[src/rtl/nes_bus_pkg.sv]
`default_nettype none
// ============================================================================
// Package     : nes_bus_pkg
// Description : Shared definitions for the CPU-side memory bus: arbiter state
//               encoding, address decode constants and idle-bus levels.
// Revision    : 1.0 - initial release
// ============================================================================
package nes_bus_pkg;

  // Arbiter state encoding
  typedef enum logic [2:0] {
    ST_CPU      = 3'd0,  // CPU owns the bus
    ST_DRAIN    = 3'd1,  // CPU halted, letting its in-flight access finish
    ST_GNT_IDLE = 3'd2,  // HCI granted, bus idle, waiting for a strobe
    ST_ACC      = 3'd3,  // single HCI access cycle
    ST_WAIT     = 3'd4,  // waiting for slave read data
    ST_RETURN   = 3'd5   // grant dropped, one idle cycle before the CPU resumes
  } arb_state_e;

  // Address decode: the slave is chosen by address bits [15:13]
  localparam int unsigned REGION_LSB = 13;
  localparam int unsigned PRG_BIT    = 15;
  localparam logic [2:0]  WRAM_SEL   = 3'b000;
  localparam logic [2:0]  PPU_SEL    = 3'b001;

  // Levels presented while no access is in progress
  localparam logic IDLE_PRG_NCE = 1'b1;
  localparam logic IDLE_WRAM_EN = 1'b0;
  localparam logic IDLE_PPU_NCS = 1'b1;
  localparam logic IDLE_R_NW    = 1'b1;

endpackage
`default_nettype wire

[src/rtl/cpumc_addr_decode.sv]
`default_nettype none
// ============================================================================
// Module      : cpumc_addr_decode
// Description : Combinational slave-enable decode for the CPU-side bus. Any
//               bus requester can reuse it; force_idle_in parks all slaves.
// Ports       : region_in      - address bits [15:13] of the bus address
//               force_idle_in  - 1 = no access in progress, deselect all
//               prg_nce_out    - cart PRG enable, active-low
//               wram_en_out    - WRAM enable, active-high
//               ppu_ncs_out    - PPU register select, active-low
// Revision    : 1.0 - initial release
// ============================================================================
module cpumc_addr_decode
  import nes_bus_pkg::*;
(
  input  logic [2:0] region_in,
  input  logic       force_idle_in,
  output logic       prg_nce_out,
  output logic       wram_en_out,
  output logic       ppu_ncs_out
);

  localparam int unsigned PRG_IDX = PRG_BIT - REGION_LSB;

  always_comb begin
    if (force_idle_in) begin
      prg_nce_out = IDLE_PRG_NCE;
      wram_en_out = IDLE_WRAM_EN;
      ppu_ncs_out = IDLE_PPU_NCS;
    end else begin
      prg_nce_out = ~region_in[PRG_IDX];
      wram_en_out = (region_in == WRAM_SEL);
      ppu_ncs_out = ~(region_in == PPU_SEL);
    end
  end

endmodule
`default_nettype wire

[src/rtl/cpumc_arbiter.sv]
`default_nettype none
// ============================================================================
// Module      : cpumc_arbiter
// Description : Owns the CPU-side memory bus (cart PRG, WRAM, PPU registers)
//               and shares it between the CPU and the HCI debug block. The
//               CPU is halted through rdy, drained, then HCI performs single
//               accesses with a fixed read latency. Slaves are held idle
//               whenever no access is in progress.
// Ports       : clk_in, rst_in               - clock, async active-high reset
//               cpu_a/r_nw/d_in, cpu_rdy_out - CPU side, cpu_d_out read data
//               hci_req_in / hci_gnt_out     - bus request / grant handshake
//               hci_a/r_nw/d_in, strobe_in   - HCI access request
//               hci_ack_out, hci_d_out       - access done, captured read data
//               bus_a/r_nw/d_out, bus_d_in   - shared bus
//               prg_nce/wram_en/ppu_ncs_out  - slave enables
// Revision    : 1.0 - initial release
// ============================================================================
module cpumc_arbiter
  import nes_bus_pkg::*;
#(
  parameter int unsigned DRAIN_CYCLES = 2,
  parameter int unsigned RD_LATENCY   = 1
) (
  input  logic        clk_in,
  input  logic        rst_in,
  input  logic [15:0] cpu_a_in,
  input  logic        cpu_r_nw_in,
  input  logic [7:0]  cpu_d_in,
  output logic        cpu_rdy_out,
  output logic [7:0]  cpu_d_out,
  input  logic        hci_req_in,
  output logic        hci_gnt_out,
  input  logic [15:0] hci_a_in,
  input  logic        hci_r_nw_in,
  input  logic [7:0]  hci_d_in,
  input  logic        hci_strobe_in,
  output logic        hci_ack_out,
  output logic [7:0]  hci_d_out,
  output logic [15:0] bus_a_out,
  output logic        bus_r_nw_out,
  output logic [7:0]  bus_d_out,
  input  logic [7:0]  bus_d_in,
  output logic        prg_nce_out,
  output logic        wram_en_out,
  output logic        ppu_ncs_out
);

  // One counter serves both DRAIN and WAIT; it counts 0 .. N-1.
  localparam int unsigned CNT_MAX = (DRAIN_CYCLES > RD_LATENCY) ? DRAIN_CYCLES : RD_LATENCY;
  localparam int unsigned CNT_W   = (CNT_MAX > 1) ? $clog2(CNT_MAX) : 1;
  localparam logic [CNT_W-1:0] DRAIN_LAST = CNT_W'(DRAIN_CYCLES - 1);
  localparam logic [CNT_W-1:0] WAIT_LAST  = CNT_W'(RD_LATENCY - 1);

  arb_state_e        state_q;
  logic [CNT_W-1:0]  cnt_q;
  logic              cpu_rdy_q;
  logic              hci_gnt_q;
  logic              hci_ack_q;
  logic [7:0]        hci_rdata_q;
  logic [15:0]       lat_a_q;
  logic              lat_r_nw_q;
  logic [7:0]        lat_d_q;

  // Bus source selection
  logic [15:0] bus_a;
  logic        bus_r_nw;
  logic [7:0]  bus_wd;
  logic        force_idle;

  always_comb begin
    bus_a      = lat_a_q;
    bus_r_nw   = IDLE_R_NW;
    bus_wd     = 8'h00;
    force_idle = 1'b1;
    case (state_q)
      // The CPU keeps the bus while draining so its last access completes.
      ST_CPU, ST_DRAIN: begin
        bus_a      = cpu_a_in;
        bus_r_nw   = cpu_r_nw_in;
        bus_wd     = cpu_d_in;
        force_idle = 1'b0;
      end
      // Address is shown to the bus but no slave is selected.
      ST_GNT_IDLE: begin
        bus_a = hci_a_in;
      end
      ST_ACC: begin
        bus_r_nw   = lat_r_nw_q;
        bus_wd     = lat_d_q;
        force_idle = 1'b0;
      end
      default: begin
      end
    endcase
  end

  cpumc_addr_decode u_decode (
    .region_in     (bus_a[15:REGION_LSB]),
    .force_idle_in (force_idle),
    .prg_nce_out   (prg_nce_out),
    .wram_en_out   (wram_en_out),
    .ppu_ncs_out   (ppu_ncs_out)
  );

  // Arbiter FSM with registered handshake outputs
  always_ff @(posedge clk_in or posedge rst_in) begin
    if (rst_in) begin
      state_q     <= ST_CPU;
      cnt_q       <= '0;
      cpu_rdy_q   <= 1'b1;
      hci_gnt_q   <= 1'b0;
      hci_ack_q   <= 1'b0;
      hci_rdata_q <= 8'h00;
      lat_a_q     <= 16'h0000;
      lat_r_nw_q  <= 1'b1;
      lat_d_q     <= 8'h00;
    end else begin
      hci_ack_q <= 1'b0;
      case (state_q)
        ST_CPU: begin
          if (hci_req_in) begin
            state_q   <= ST_DRAIN;
            cnt_q     <= '0;
            cpu_rdy_q <= 1'b0;
          end
        end
        ST_DRAIN: begin
          if (!hci_req_in) begin
            state_q <= ST_RETURN;
          end else if (cnt_q == DRAIN_LAST) begin
            state_q   <= ST_GNT_IDLE;
            hci_gnt_q <= 1'b1;
            cnt_q     <= '0;
          end else begin
            cnt_q <= cnt_q + CNT_W'(1);
          end
        end
        ST_GNT_IDLE: begin
          // A strobe wins over a simultaneous request drop.
          if (hci_strobe_in) begin
            state_q    <= ST_ACC;
            lat_a_q    <= hci_a_in;
            lat_r_nw_q <= hci_r_nw_in;
            lat_d_q    <= hci_d_in;
          end else if (!hci_req_in) begin
            state_q   <= ST_RETURN;
            hci_gnt_q <= 1'b0;
          end
        end
        ST_ACC: begin
          state_q <= ST_WAIT;
          cnt_q   <= '0;
        end
        ST_WAIT: begin
          if (cnt_q == WAIT_LAST) begin
            state_q   <= ST_GNT_IDLE;
            hci_ack_q <= 1'b1;
            if (lat_r_nw_q) begin
              hci_rdata_q <= bus_d_in;
            end
          end else begin
            cnt_q <= cnt_q + CNT_W'(1);
          end
        end
        ST_RETURN: begin
          state_q   <= ST_CPU;
          cpu_rdy_q <= 1'b1;
        end
        default: begin
          state_q   <= ST_CPU;
          cpu_rdy_q <= 1'b1;
          hci_gnt_q <= 1'b0;
        end
      endcase
    end
  end

  assign cpu_rdy_out  = cpu_rdy_q;
  assign cpu_d_out    = bus_d_in;
  assign hci_gnt_out  = hci_gnt_q;
  assign hci_ack_out  = hci_ack_q;
  assign hci_d_out    = hci_rdata_q;
  assign bus_a_out    = bus_a;
  assign bus_r_nw_out = bus_r_nw;
  assign bus_d_out    = bus_wd;

endmodule
`default_nettype wire

[config.mk]
export PLATFORM = sky130hd
export DESIGN_NAME = cpumc_arbiter
export DESIGN_NICKNAME = d
export VERILOG_FILES = /design/src/rtl/nes_bus_pkg.sv /design/src/rtl/cpumc_addr_decode.sv /design/src/rtl/cpumc_arbiter.sv
export SDC_FILE = /design/constraint.sdc
export NUM_CORES = 1
export LEC_CHECK = 0
export CAP_MARGIN = 20
export CORE_MARGIN = 1
export CORE_UTILIZATION = 40
export CTS_CLUSTER_SIZE = 10
export DETAILED_ROUTE_END_ITERATION = 10
export PLACE_DENSITY = 0.8
export SLEW_MARGIN = 15
export SYNTH_ARGS = -nofsm -noshare
export SYNTH_HDL_FRONTEND = slang
export SYNTH_SLANG_ARGS = --single-unit
[constraint.sdc]
create_clock -name clk_in -period 2.4 [get_ports clk_in]
set_clock_uncertainty 0.05 [all_clocks]
set_input_delay 0.48 -clock clk_in [delete_from_list [all_inputs] [get_ports clk_in]]
set_output_delay 0.48 -clock clk_in [all_outputs]
set_load 0.1 [all_outputs]
* Word-level counts from Yosys, hierarchy flattened
Index checks and enable logic that the tools add are counted.
** Cells by class
- Reduce and logical (&&, ||, !) cells :: 13
- Equality and inequality tests :: 14
- Bitwise gates (word level) :: 5
- $add $sub $neg :: 1
- Multiplexer cells :: 26
** Operator list (count)
- one-hot mux 16 bit (2 select lines) :: 1
- 2-to-1 mux 3 bit :: 6
- one-hot mux 8 bit (2 select lines) :: 1
- one-hot mux 3 bit (5 select lines) :: 1
- 2-to-1 mux 1 bit :: 13
- inequality test 2 bit (second input constant) :: 6
- OR reduction 4 bit :: 2
- equality test 3 x 1 -> 1 bit (second input constant) :: 2
- equality test 3 x 2 -> 1 bit (second input constant) :: 2
- equality test 3 bit (second input constant) :: 2
- zero test 3 bit :: 2
- inequality test 3 bit (second input constant) :: 2
- AND reduction 3 bit :: 2
- inverter 1 bit :: 5
- AND reduction 5 bit :: 1
- one-hot mux 1 bit (2 select lines) :: 2
- one-hot mux 1 bit (4 select lines) :: 1
- AND reduction 2 bit :: 2
- AND reduction 4 bit :: 1
- nonzero test 4 bit :: 1
- one-hot mux 1 bit (3 select lines) :: 1
- OR reduction 3 bit :: 1
- OR reduction 2 bit :: 1
- adder 1 bit (second input constant) :: 1
** Storage, ports and cells
- Input port bits :: 62
- Word-level logic and storage cells :: 68
- Output and inout bits :: 47
- Register bits after elaboration :: 40

* Depth between registers and ports, before layout
- Word-level depth :: 6
- Depth in mapped cells :: 6
- Mapped depth without buffers :: 4

* Hierarchy
A second synthesis with hierarchy kept.
** Unflattened totals
- Cell total of the unflattened synthesis :: 216
- Area total of the unflattened synthesis :: 2185.8 um2
** By module, submodules not included
- cpumc_arbiter :: area each 2163.3 um2, cells an instance 213, instances 1, seq. area each 1003.5 um2
- cpumc_addr_decode :: area each 22.5 um2, cells an instance 3, instances 1, seq. area each 0.0 um2

* Worst setup path before layout
OpenSTA, ideal clock, no wires.
- Path kind :: reg-to-output
- Start point :: reg state_q[2]
- End point :: out wram_en_out
- Arrival :: 4526 ps
- Data required time :: 1870 ps
- Stages on the path, launching flop included :: 6
- Path buffers :: 1
- Setup slack :: -2656 ps
- Cells stage by stage :: dfrtp_1 -> buf_2 -> or2_2 -> o221ai_1 -> inv_1 -> nor4_1
** On the way
- Word-level cells in the longest chain between the ends :: 5
- Elaborated cells between the ends (all ways) :: 9
- Classes of those cells :: eq/ne (3); mux (2); reduce/logical (4)
** Ends and longest elaborated chain
- start, declared :: line cpumc_arbiter.sv:54 : arb_state_e state_q;
- start signal, assigned :: line cpumc_arbiter.sv:108 : state_q <= ST_CPU;
- start signal, assigned :: line cpumc_arbiter.sv:122 : state_q <= ST_DRAIN;
- start signal, assigned :: line cpumc_arbiter.sv:129 : state_q <= ST_RETURN;
- equality test 3 x 1 -> 1 bit or zero test 3 bit (tied branches) :: line cpumc_arbiter.sv:75 : case (state_q)
- OR reduction 2 bit :: line cpumc_arbiter.sv:75
- one-hot mux 16 bit (2 select lines) * :: line cpumc_arbiter.sv:75
- net bus_a_out[15] :: line cpumc_arbiter.sv:39 : output logic [15:0] bus_a_out,
- zero test 3 bit * :: line cpumc_addr_decode.sv:32 : wram_en_out = (region_in == WRAM_SEL);
- 2-to-1 mux 1 bit * :: line cpumc_addr_decode.sv:26 : if (force_idle_in) begin
- end, declared :: line cpumc_arbiter.sv:44 : output logic wram_en_out,
Mark *: on every way through the listed nets, which the timed path passes. The rest lies on a longest branch.

* Worst setup path after layout
- Start point :: in cpu_a_in[15]
- End point :: out wram_en_out
** On the way
- Word-level cells in the longest chain between the ends :: 3
** Ends and longest elaborated chain
- start, declared :: line cpumc_arbiter.sv:26 : input logic [15:0] cpu_a_in,
- one-hot mux 16 bit (2 select lines) :: line cpumc_arbiter.sv:75
- zero test 3 bit :: line cpumc_addr_decode.sv:32
- 2-to-1 mux 1 bit :: line cpumc_addr_decode.sv:26
Every way passes these cells.

==> results by group <==
Yosys
  • Combinational family with the most area after synthesis: multiplexers
  • Fraction of the mapped netlist area in adder cells: 0%
  • EDFF count, synth: 0
  • Post-Syn Instances: about 220
  • Synth warn: 0
  • Synth Area in Simple Gates: ~14%
  • Synth cell types: 34
  • Sequential area share after synthesis: roughly 47%
  • Multiplexer share of the synthesized area: 17.27%
  • Synth Area in Compound Gates: approximately 15%
  • Cell Area, Synth: 2152 um2
  • Ys flop type: dfrtp_1
  • Synthesized net count: approximately 280
  • Xor/xnor cell area share of the yosys netlist: 0%
  • Async set-reset flop share out of synthesis: 100.0%
  • Register bit total from synthesis: 40
  • Mean post-synth cell area: roughly 10 um2

Route
  • Initial DRT Pass Iterations: 4
  • Post-DR vias/cell: 5.229
  • # DRC: 0
  • Iter 0 DRT Violations: 63
  • Number of routed nets with antenna violations: 0
  • Post-DR wirelength/cell: around 16 um
  • Detailed-route wire length: 6420 um
  • Vias: 2081

Global routing
  • Largest net degree at the start of global routing: 24
  • First-pass GRT wire length: around 10000 um
  • Gr usage total: approximately 24%
  • Grt ovf: 0
  • Number of global-route vias before repair: 2129
  • Initial antenna violation count: 0

Die
  • Die span in y: between 70 and 80 um
  • Die width: around 75 um
  • Initial Util: 41.87%
  • Core area: just over 5000 um2
  • I/O Pins: roughly 110
  • Cell Rows: 26
  • Die area: 5678 um2

STA
  • F_max: around 410 MHz
  • Worst setup margin: -0.01454 ns
  • Rel. slew slack: between 50% and 60%
  • Setup-failing EPs final: 1
  • Count of final hold-check violations: 0
  • Hold_ws: about 0.46 ns
  • Count of pins over their slew limit: 0
  • RSZ-0062 raised after global routing: yes
  • Worst Tran Pin Value: about 0.7 ns
  • Final Critical Period: between 2 and 2.5 ns
  • Tcrit/Tclk final: 100.6%

Clock tree
  • Clock latency on the worst-skew pair: between 0.2 and 0.3 ns
  • H-tree levels: 2
  • Clock Pin Slew Worst Setup and Hold Paths: about 0.090 ns
  • CTS tree: done
  • CTS sink count: 40
  • Root buf cell: clkbuf_8
  • CTS buffer count: 5
  • CTS Buffer Depth: 2

Finish
  • Fraction of layout instances using a drive strength above 1: roughly 45%
  • # fillers: 343
  • Finished Layout Cells: approximately 400
  • Post-route cell area: just over 4000 um2
  • ANT cells: 0
  • Total Nets Final: a little under 400
  • P&R area growth vs syn: 91.80%
  • Finished Core Util: about four fifths

Outcome
  • Status: finished with violations
  • Failing checks: setup timing

Critical path
  • Crit end category: output pin
  • Arrival @ worst endpoint: about 1.9 ns
  • Slowest cell on crit path: or3_4
  • WP data required: approximately 1.9 ns
  • Crit path max fanout: 2
  • WS Path Type: in -> out
  • Startpoint types: input pin
  • CP cell instances: dlygate4sd2_1 -> or3_4 -> o221ai_4 -> clkinvlp_4 -> nor4_4 -> buf_12
  • CP max stage delay: approximately 0.39 ns
  • R2R setup slack: approximately 0.42 ns

Place
  • Dpl cells: 384
  • Dpl cell area: between 3000 and 4000 um2
  • PortBufs: between 100 and 150
  • DPL Wire Length: approximately 4900 um
  • Gp weighted congestion: about 0.74

Hold path
  • HP Class: in -> async

Flow run
  • Max-cap violation count: 0
## synth_stat cells (2+ instances only)
library cell  number  area (um2)
a21oi_1           26       130.1
buf_1              3       11.26
buf_2              5       25.02
buf_4              8       60.06
buf_6              2       22.52
clkbuf_1           6       22.52
dfrtp_1           38       950.9
dfstp_2            2       52.55
inv_1              4       15.01
mux2_2            33       371.6
nand2_1           15       56.30
nand2b_1           3       18.77
nand3_1            9       45.04
nand3b_1           2       15.01
nor2_1            17       63.81
o21ai_0            6       30.03
o22ai_1           16       100.1
or2_2              4       25.02
## critical path, delay by kind of cell
kind,cells,cell delay [ns]
AOI/OAI and AO/OA,1,0.09
buffers and inverters,3,0.62
and+or+nand+nor,2,0.69
## metrics by stage
stage,setup WS (ns),TNS [ns]
after floorplan,-0.8251,-1.462
after global placement,-0.1597,-0.2735
after detailed placement,-0.1885,-0.3016
after CTS,-0.06740,-0.06740
after global routing,-0.03634,-0.03634
final,-0.01454,-0.01454
## path summary, 6_finish.rpt
path / startpoint / endpoint / cells after the start
setup / recovery: cpu_a_in[15] / wram_en_out / 6
min in group clk_in: hci_gnt_out / hci_gnt_out / 1
hold reg to reg: hci_gnt_out / hci_gnt_out / 1
hold / removal: rst_in / hci_d_out[5] / 2
max in group asynchronous: rst_in / lat_r_nw_q / 3
setup reg to reg: state_q[2] / hci_d_out[3] / 5
## what timing repair did
item / 4_1_cts / 5_1_grt
hold buffers: 0 / 0
gates resized for setup: 5 / 3
cloned: 0 / 0
pin swaps: 4 / 3
endpoints found under the setup margin: 18 / 17
setup buffers: 6 / 0
## final cells by class
type / instances / area, um2 / share of cell area, %
flip-flops and latches: 40 / 1005 / 24.34
clock inverters: 2 / 38.79 / 0.9397
multi-input cells: 146 / 1295 / 31.37
inverters: 5 / 26.28 / 0.6366
repair buffers: 129 / 1593 / 38.59
clock buffers: 6 / 82.58 / 2.001
well taps: 70 / 87.58 / 2.122
## logic make-up after synthesis
group | count (synthesis)
flip-flops | 40
buffers and inverters | 29
multiplexers | 33
AND/OR/NAND/NOR | 58
AO/OA/AOI/OAI | 55
## state kept, by name, summed over array words and instances (netlist names)
name         count
lat_r_nw_q       1
hci_gnt_out      1
hci_d_out        8
state_q          3
hci_ack_out      1
lat_d_q          8
cnt_q            1
cpu_rdy_out      1
lat_a_q         16
## metal layers
metal  GRT usage [%]  up-vias  share of wire (%)
met2           41.96       69                 52
met4           5.144        0                1.0
met3           6.085        8                5.4
met1           30.13     1017                 42
met5               0        -                  0
li1                -      987                  -
## cell usage in the layout (no fill, tap or decap), types with 3 or more instances in the layout
cell type	n
clkdlybuf4s50_1	59
dfrtp_1	37
buf_12	37
mux2_2	33
buf_4	28
a21oi_4	22
nor2_1	17
o22ai_1	16
nand2_1	15
nand3_1	8
o21ai_0	6
clkbuf_8	6
a21oi_1	4
or2_2	3
buf_6	3
Power is not shown: default switching activity piles up to over one toggle a cycle in this logic, so the estimate is an artifact.
